===== src/rtl/piso_serial_scheduler.sv =====
// Round-robin scheduler sharing one external PISO shift register between NUM_REQ requesters.
// Loads the granted word, then frames its DATA_WIDTH serial bits (LSB first) with first/last/id.
module piso_serial_scheduler #(
   parameter int unsigned NUM_REQ    = 4,
   parameter int unsigned DATA_WIDTH = 16,
   parameter int unsigned GAP_CYCLES = 1
) (
   input  logic                            clk,
   input  logic                            resetn,
   input  logic [NUM_REQ-1:0]              req_valid,
   input  logic [NUM_REQ*DATA_WIDTH-1:0]   req_data,
   output logic [NUM_REQ-1:0]              req_ready,
   output logic [DATA_WIDTH-1:0]           ser_din,
   output logic                            ser_din_en,
   input  logic                            ser_dout,
   output logic                            sout_bit,
   output logic                            sout_valid,
   output logic                            sout_first,
   output logic                            sout_last,
   output logic [$clog2(NUM_REQ)-1:0]      sout_id,
   output logic                            busy
);

   localparam int unsigned IdW     = $clog2(NUM_REQ);
   localparam int unsigned CntW    = $clog2(DATA_WIDTH);
   localparam int unsigned GapW    = (GAP_CYCLES > 1) ? $clog2(GAP_CYCLES) : 1;
   localparam int unsigned GapLast = (GAP_CYCLES > 0) ? GAP_CYCLES - 1 : 0;

   localparam logic [1:0] IDLE  = 2'd0;
   localparam logic [1:0] SHIFT = 2'd1;
   localparam logic [1:0] GAP   = 2'd2;

   logic [1:0]            state_q, state_d;
   logic [CntW-1:0]       bit_cnt_q, bit_cnt_d;
   logic [GapW-1:0]       gap_cnt_q, gap_cnt_d;
   logic [IdW-1:0]        rr_ptr_q, rr_ptr_d;
   logic [IdW-1:0]        owner_q, owner_d;

   logic                  found;
   logic [IdW-1:0]        winner;
   int unsigned           idx;
   logic [DATA_WIDTH-1:0] grant_data;

   // Rotating priority search starting at rr_ptr.
   always_comb begin
      found  = 1'b0;
      winner = '0;
      idx    = 0;
      for (int unsigned k = 0; k < NUM_REQ; k++) begin
         idx = (32'(rr_ptr_q) + k) % NUM_REQ;
         if (!found && req_valid[idx[IdW-1:0]]) begin
            found  = 1'b1;
            winner = idx[IdW-1:0];
         end
      end
   end

   always_comb begin
      grant_data = '0;
      for (int unsigned i = 0; i < NUM_REQ; i++) begin
         if (winner == IdW'(i)) begin
            grant_data = req_data[i*DATA_WIDTH +: DATA_WIDTH];
         end
      end
   end

   always_comb begin
      state_d    = state_q;
      bit_cnt_d  = bit_cnt_q;
      gap_cnt_d  = gap_cnt_q;
      rr_ptr_d   = rr_ptr_q;
      owner_d    = owner_q;
      req_ready  = '0;
      ser_din    = '0;
      ser_din_en = 1'b0;
      sout_valid = 1'b0;
      sout_first = 1'b0;
      sout_last  = 1'b0;
      sout_id    = '0;
      busy       = 1'b0;
      // Outputs are gated by resetn so they drop the moment reset asserts.
      if (resetn) begin
         case (state_q)
            IDLE: begin
               if (found) begin
                  req_ready[winner] = 1'b1;
                  ser_din_en        = 1'b1;
                  ser_din           = grant_data;
                  owner_d           = winner;
                  rr_ptr_d          = (winner == IdW'(NUM_REQ - 1)) ? '0 : winner + 1'b1;
                  bit_cnt_d         = '0;
                  state_d           = SHIFT;
               end
            end
            SHIFT: begin
               busy       = 1'b1;
               sout_valid = 1'b1;
               sout_id    = owner_q;
               sout_first = (bit_cnt_q == '0);
               sout_last  = (bit_cnt_q == CntW'(DATA_WIDTH - 1));
               if (bit_cnt_q == CntW'(DATA_WIDTH - 1)) begin
                  bit_cnt_d = '0;
                  gap_cnt_d = '0;
                  state_d   = (GAP_CYCLES > 0) ? GAP : IDLE;
               end else begin
                  bit_cnt_d = bit_cnt_q + 1'b1;
               end
            end
            GAP: begin
               busy = 1'b1;
               if (gap_cnt_q == GapW'(GapLast)) begin
                  gap_cnt_d = '0;
                  state_d   = IDLE;
               end else begin
                  gap_cnt_d = gap_cnt_q + 1'b1;
               end
            end
            default: state_d = IDLE;
         endcase
      end
   end

   assign sout_bit = ser_dout;

   always_ff @(posedge clk or negedge resetn) begin
      if (!resetn) begin
         state_q   <= IDLE;
         bit_cnt_q <= '0;
         gap_cnt_q <= '0;
         rr_ptr_q  <= '0;
         owner_q   <= '0;
      end else begin
         state_q   <= state_d;
         bit_cnt_q <= bit_cnt_d;
         gap_cnt_q <= gap_cnt_d;
         rr_ptr_q  <= rr_ptr_d;
         owner_q   <= owner_d;
      end
   end

endmodule


===== config.mk =====
export PLATFORM = sky130hd
export DESIGN_NAME = piso_serial_scheduler
export DESIGN_NICKNAME = d
export VERILOG_FILES = /design/src/rtl/piso_serial_scheduler.sv
export SDC_FILE = /design/constraint.sdc
export NUM_CORES = 1
export LEC_CHECK = 0
export ABC_AREA = 1
export CAP_MARGIN = 5
export CORE_ASPECT_RATIO = 1.75
export CORE_MARGIN = 3
export CORE_UTILIZATION = 50
export DETAILED_ROUTE_END_ITERATION = 6
export DONT_BUFFER_PORTS = 1
export GPL_TIMING_DRIVEN = 0
export PLACE_DENSITY = 0.76
export SYNTH_ARGS = -nofsm -noshare
export SYNTH_HDL_FRONTEND = slang
export SYNTH_SLANG_ARGS = --single-unit
export TNS_END_PERCENT = 5

===== constraint.sdc =====
create_clock -name clk -period 3.5 [get_ports clk]
set_input_delay 0.35 -clock clk [delete_from_list [all_inputs] [get_ports clk]]
set_output_delay 0.35 -clock clk [all_outputs]
set_load 0.005 [all_outputs]

# Word-level counts from Yosys, hierarchy flattened
# Index checks and enable logic that the tools add are counted.
dict set report op_classes {
  add_sub_neg 6
  order_cmp 6
  n_eq_ne 9
  mux 52
  reduce_logical 17
}
# operator count
set op_table {}
lappend op_table {{2-to-1 mux 16 bit} 7}
lappend op_table {{2-to-1 mux 1 bit} 22}
lappend op_table {{2-to-1 mux 2 bit} 10}
lappend op_table {{2-to-1 mux 4 bit} 5}
lappend op_table {{less-than comparator 2 x 3 -> 1 bit (second input constant)} 5}
lappend op_table {{AND reduction 3 bit} 3}
lappend op_table {{binary-select mux 1 bit (select 2 bit)} 4}
lappend op_table {{case mux 4 bit (2 select lines)} 1}
lappend op_table {{== test 2 bit (second input constant)} 3}
lappend op_table {{!= test 2 bit (second input constant)} 3}
lappend op_table {{case mux 2 bit (3 select lines)} 1}
lappend op_table {{adder 2 x 1 -> 2 bit (second input constant)} 2}
lappend op_table {{adder 2 bit (second input constant)} 2}
lappend op_table {{adder 4 x 1 -> 4 bit (second input constant)} 1}
lappend op_table {{== test 2 x 1 -> 1 bit (second input constant)} 2}
lappend op_table {{== test 4 bit (second input constant)} 1}
lappend op_table {{logical AND 1 bit} 4}
lappend op_table {{zero test 2 bit} 2}
lappend op_table {{zero test 4 bit} 1}
lappend op_table {{AND reduction 4 bit} 1}
lappend op_table {{nonzero test 2 bit} 2}
lappend op_table {{zero test 1 bit} 3}
lappend op_table {{demux 1 bit (select 2 bit)} 1}
lappend op_table {{>= comparator 2 x 1 -> 1 bit (second input constant)} 1}
lappend op_table {{other kinds (3)} 3}
dict set report totals {
  regBits 11
  in_bits 71
  out_inout_bits 28
  elab_cells 95
}

# Depth between registers and ports, before layout
dict set report depth {
  ltp_word 20
  ltp_mapped 21
  mapped_depth_nobuf 19
}

# Worst setup path before layout
# OpenSTA, ideal clock, no wires.
dict set report synth_timing {
  path_kind {flip-flop to output port}
  start {register rr_ptr_q[0]}
  end {output port ser_din[7]}
  arrival_ps 2385
  t_required_ps 3150
  slack_ps 765
  stages_incl_launch_ff 18
  n_path_buf 3
  path_cell_list {dfrtp_1 > buf_6 > inv_6 > nand2_2 > nand3_1 > nand2_2 > nor2_8 > nand3_4 > nand3_1 > inv_1 > ha_1 > buf_2 > nor2_2 > buf_2 > a22oi_1 > o21ai_0 > o21ai_0 > nor2_1}
}
dict set report synth_between {
  elab_chain_cells 20
  elab_cells_between_ends 36
  classes_between {3 x add/sub; 3 x eq/ne; 23 x mux; 7 x reduce/logical}
}
# element line_no
set synth_rtl {}
lappend synth_rtl {{start, declared} 36} ;# logic [IdW-1:0] rr_ptr_q, rr_ptr_d;
lappend synth_rtl {{start signal, assigned} 136} ;# rr_ptr_q <= rr_ptr_d;
lappend synth_rtl {{branches (longest 11 deep; another with adder 2 x 1 -> 2 bit)} n/a}
lappend synth_rtl {{2-to-1 mux 2 bit (*)} 51} ;# if (!found && req_valid[idx[IdW-1:0]]) begin
lappend synth_rtl {{via winner[0]} 40} ;# logic [IdW-1:0] winner;
lappend synth_rtl {{zero test 2 bit} 61} ;# if (winner == IdW'(i)) begin
lappend synth_rtl {{2-to-1 mux 16 bit (3 in a row)} 61}
lappend synth_rtl {{2-to-1 mux 16 bit (*)} 61}
lappend synth_rtl {{2-to-1 mux 16 bit (*)} 85} ;# if (found) begin
lappend synth_rtl {{2-to-1 mux 16 bit (*)} 83} ;# case (state_q)
lappend synth_rtl {{2-to-1 mux 16 bit (*)} 82} ;# if (resetn) begin
lappend synth_rtl {{end, declared} 13} ;# output logic [DATA_WIDTH-1:0] ser_din,
# Mark *: on every way through the listed nets, which the timed path passes. The select of a mux whose other input is x is not followed.

# Worst setup path after layout
dict set report layout_timing {
  start {register rr_ptr_q[0]}
  end {output port ser_din[15]}
}
# Same word-level chain as after synthesis.

==> results_dict.tcl <==
set metrics [dict create \
    area_growth_pct 6.20 \
    synth_seq_cells 10 \
    tightestPinTransition_ns 0.487 \
    power.leakage_nw 0.841 \
    synth_ff_type "dfrtp_1" \
    cts_max_level 1 \
    dp_hpwl_mm 3.32 \
    peakVddDrop_mv 0.643 \
    grt_max_degree 11 \
    setup-tns-final_ns 0 \
    place_congestion 0.816 \
    finalClockSkew_ns 0.00240 \
    grt_pass1_vias 1384 \
    die_y_um 79.3 \
    drt_iter0_drc 29 \
    design_area_um2 1630 \
    hold_violations 0 \
    overflow 0 \
    num_antenna_cells 0 \
    initial_core_util_pct 52.4 \
    dr_total_vias 1631 \
    numCtsBuffers 3 \
    clock_path_buffers 2 \
    period_needed_ns 3.14 \
    cts_tree "done" \
    power_density_nw_per_um2 1440 \
    fillCellCount 311 \
    die_width_um 47.9 \
    worst_hold_path_type "flop to flop" \
    grt_util_all_layers_pct 20.1 \
    netlist_area_um2 1530 \
    crit_chain "buf_6 > inv_6 > nand2_2 > nand3_1 > nand2_2 > nor2_8 > nand4_1 > nand2_1 > inv_1 > ha_1 > inv_1 > buf_1 > o211ai_1 > a21oi_1" \
    final_util_pct 55.6 \
    yosysTopAreaCell "nand2_1" \
    nets 339 \
    drcViolationCount 0 \
    yosys-top-cells-area "nand2_1, dfrtp_1, ha_1" \
    syn_nets 334 \
    worstPathMaxFanout 10 \
    drtPass1Iterations 5 \
    placed_cell_area_um2 1570 \
    slew_viol_final 0 \
    whs_ns 0.482 \
    slowest_stage "buf_1" \
    drive_gt1_share_pct 11.3 \
    finalSetupViolCount 0 \
    fp.coreArea_um2 2930 \
    yosysWarnings 0 \
    cp-start-kind "flop" \
    worstPathRequired_ns 3.15 \
    std_cell_rows 26 \
    port_buffers 0 \
    synthCells 254 \
    dieArea_um2 3790 \
    post_cts_buffers 0 \
    clock-sinks 10 \
    worstSetupPathType "flop to primary output" \
    period_share_pct 89.6 \
    routedWlPerCell_um 13.8 \
    io_pins 99 \
    max_freq_mhz 319 \
    routed_wl_mm 3.95 \
    clkTransAtPathRegs_ns 0.05 \
    clock_latency_ns 0.23 \
    slowest_delay_ns 0.38 \
    critPathCaptureType "primary output" \
    antenna_found_initial 0 \
    ant_nets 0 \
    viasPerCell 5.72 \
    critPathArrivalTime_ns 2.79 \
    yosysSeqAreaShare_pct 16.3 \
    drv_cap 0 \
    yosysTopAreaCellShare_pct 20.3 \
    synth_cell_types 33 \
    syn_area_per_cell_um2 6.04 \
    grt_pass1_wl_mm 5.81 \
    rsz0062_at_grt "false" \
    slew_headroom_pct 67.4 \
    ys_async_sr_fraction_pct 100 \
    outcome "completed" \
    root_buffer "clkbuf_8" \
    synth_edf_count 0 \
]
==> flip-flops by register name, summed over array words and instances (netlist names) <==
name,flops
bit_cnt_q,4
owner_q,2
rr_ptr_q,2
state_q,2
==> cell type report <==
type	count	area [um2]	share of cell area (%)
Buffer	13	77.6	4.76
Clock buffer	3	41.3	2.53
Inverter	30	118	7.22
Multi-Input combinational cell	200	1100	67.4
Sequential cell	10	250	15.4
Tap cell	28	35.0	2.15
Timing Repair Buffer	1	10.0	0.614
==> cell usage in the layout, fill, tap and decap left out, drive strengths merged <==
cell type    netlist  routed
a21oi             16      16
a22oi             11      11
and2               2       2
buf                7       7
clkbuf             7       9
dfrtp             10      10
dlygate4sd3        0       1
ha                 9       9
inv               30      30
nand2             91      91
nand3             13      13
nand4              7       7
nor2              20      20
nor3               2       2
nor3b              1       1
o211ai            10      10
o21ai             16      16
or2                1       1
xor2               1       1
==> final timing paths <==
path,start,end,slack [ns],depth (start not counted)
hold / removal,owner_q[1],owner_q[1],0.48,2
hold reg to reg,owner_q[1],owner_q[1],0.48,2
max in group asynchronous,resetn,owner_q[0],2.65,1
min in group asynchronous,resetn,state_q[1],0.52,1
setup reg to reg,rr_ptr_q[0],rr_ptr_q[1],1.60,14
setup / recovery,rr_ptr_q[0],ser_din[15],0.36,14
==> layer usage <==
metal	part of all wire [%]	vias up	GRT usage, %
met4	1.2	0	6.20
li1	-	836	-
met3	7.9	7	1.59
met1	36	717	20.9
met2	55	71	38.6
met5	0	-	0
==> worst max-delay path, delay by kind of cell, from the launching register on <==
family,cells,cell delay [ns]
adders and majority gates,1,0.27
and+or+nand+nor,6,0.69
AOI/OAI and AO/OA,2,0.36
DFF,1,0.36
buffers and inverters,5,0.87
==> kinds of logic (layout without fill, tap and decap cells) <==
| logic type | Yosys count | in the layout | synth area share (%) |
|---|---|---|---|
| flops | 10 | 10 | 16.3 |
| buf+inv | 44 | 47 | 12.5 |
| fa+ha+maj | 9 | 9 | 7.34 |
| compound gates | 53 | 53 | 20.7 |
| xor+xnor | 1 | 1 | 0.571 |
| simple gates | 137 | 137 | 42.6 |
==> power breakdown <==
group          total [mW]  internal (mW)  switching [mW]
Sequential          0.189          0.157          0.0326
Clock               0.117         0.0750          0.0415
Combinational        2.03          0.751            1.28
Total                2.34          0.983            1.36
==> Yosys cell counts, types with 2 or more instances <==
| library cell | instances |
|---|---|
| a21oi_1 | 16 |
| a22oi_1 | 11 |
| buf_2 | 2 |
| buf_4 | 3 |
| clkbuf_1 | 7 |
| dfrtp_1 | 10 |
| ha_1 | 9 |
| inv_1 | 27 |
| inv_2 | 2 |
| nand2_1 | 83 |
| nand2_2 | 6 |
| nand2_4 | 2 |
| nand3_1 | 11 |
| nand4_1 | 6 |
| nor2_1 | 17 |
| nor3_1 | 2 |
| o211ai_1 | 10 |
| o21ai_0 | 14 |
| o21ai_1 | 2 |
==> metrics by stage <==
stage | std cells | setup WS, ns | total power, mW
floorplan | 254 | 0.765 | 1.84
global placement | 282 | 0.423 | 2.17
global route | 285 | 0.0321 | 2.67
finish | 285 | 0.363 | 2.34
CTS | 286 | 0.163 | 2.31
detailed placement | 282 | 0.417 | 2.18
==> what timing repair did <==
item,in CTS,in global routing
hold buffers,1,0
resized for setup,0,6
endpoints found under the hold margin,10,0
setup endpoints to repair,0,10
No activity file was read; power rests on OpenSTA's default activity.
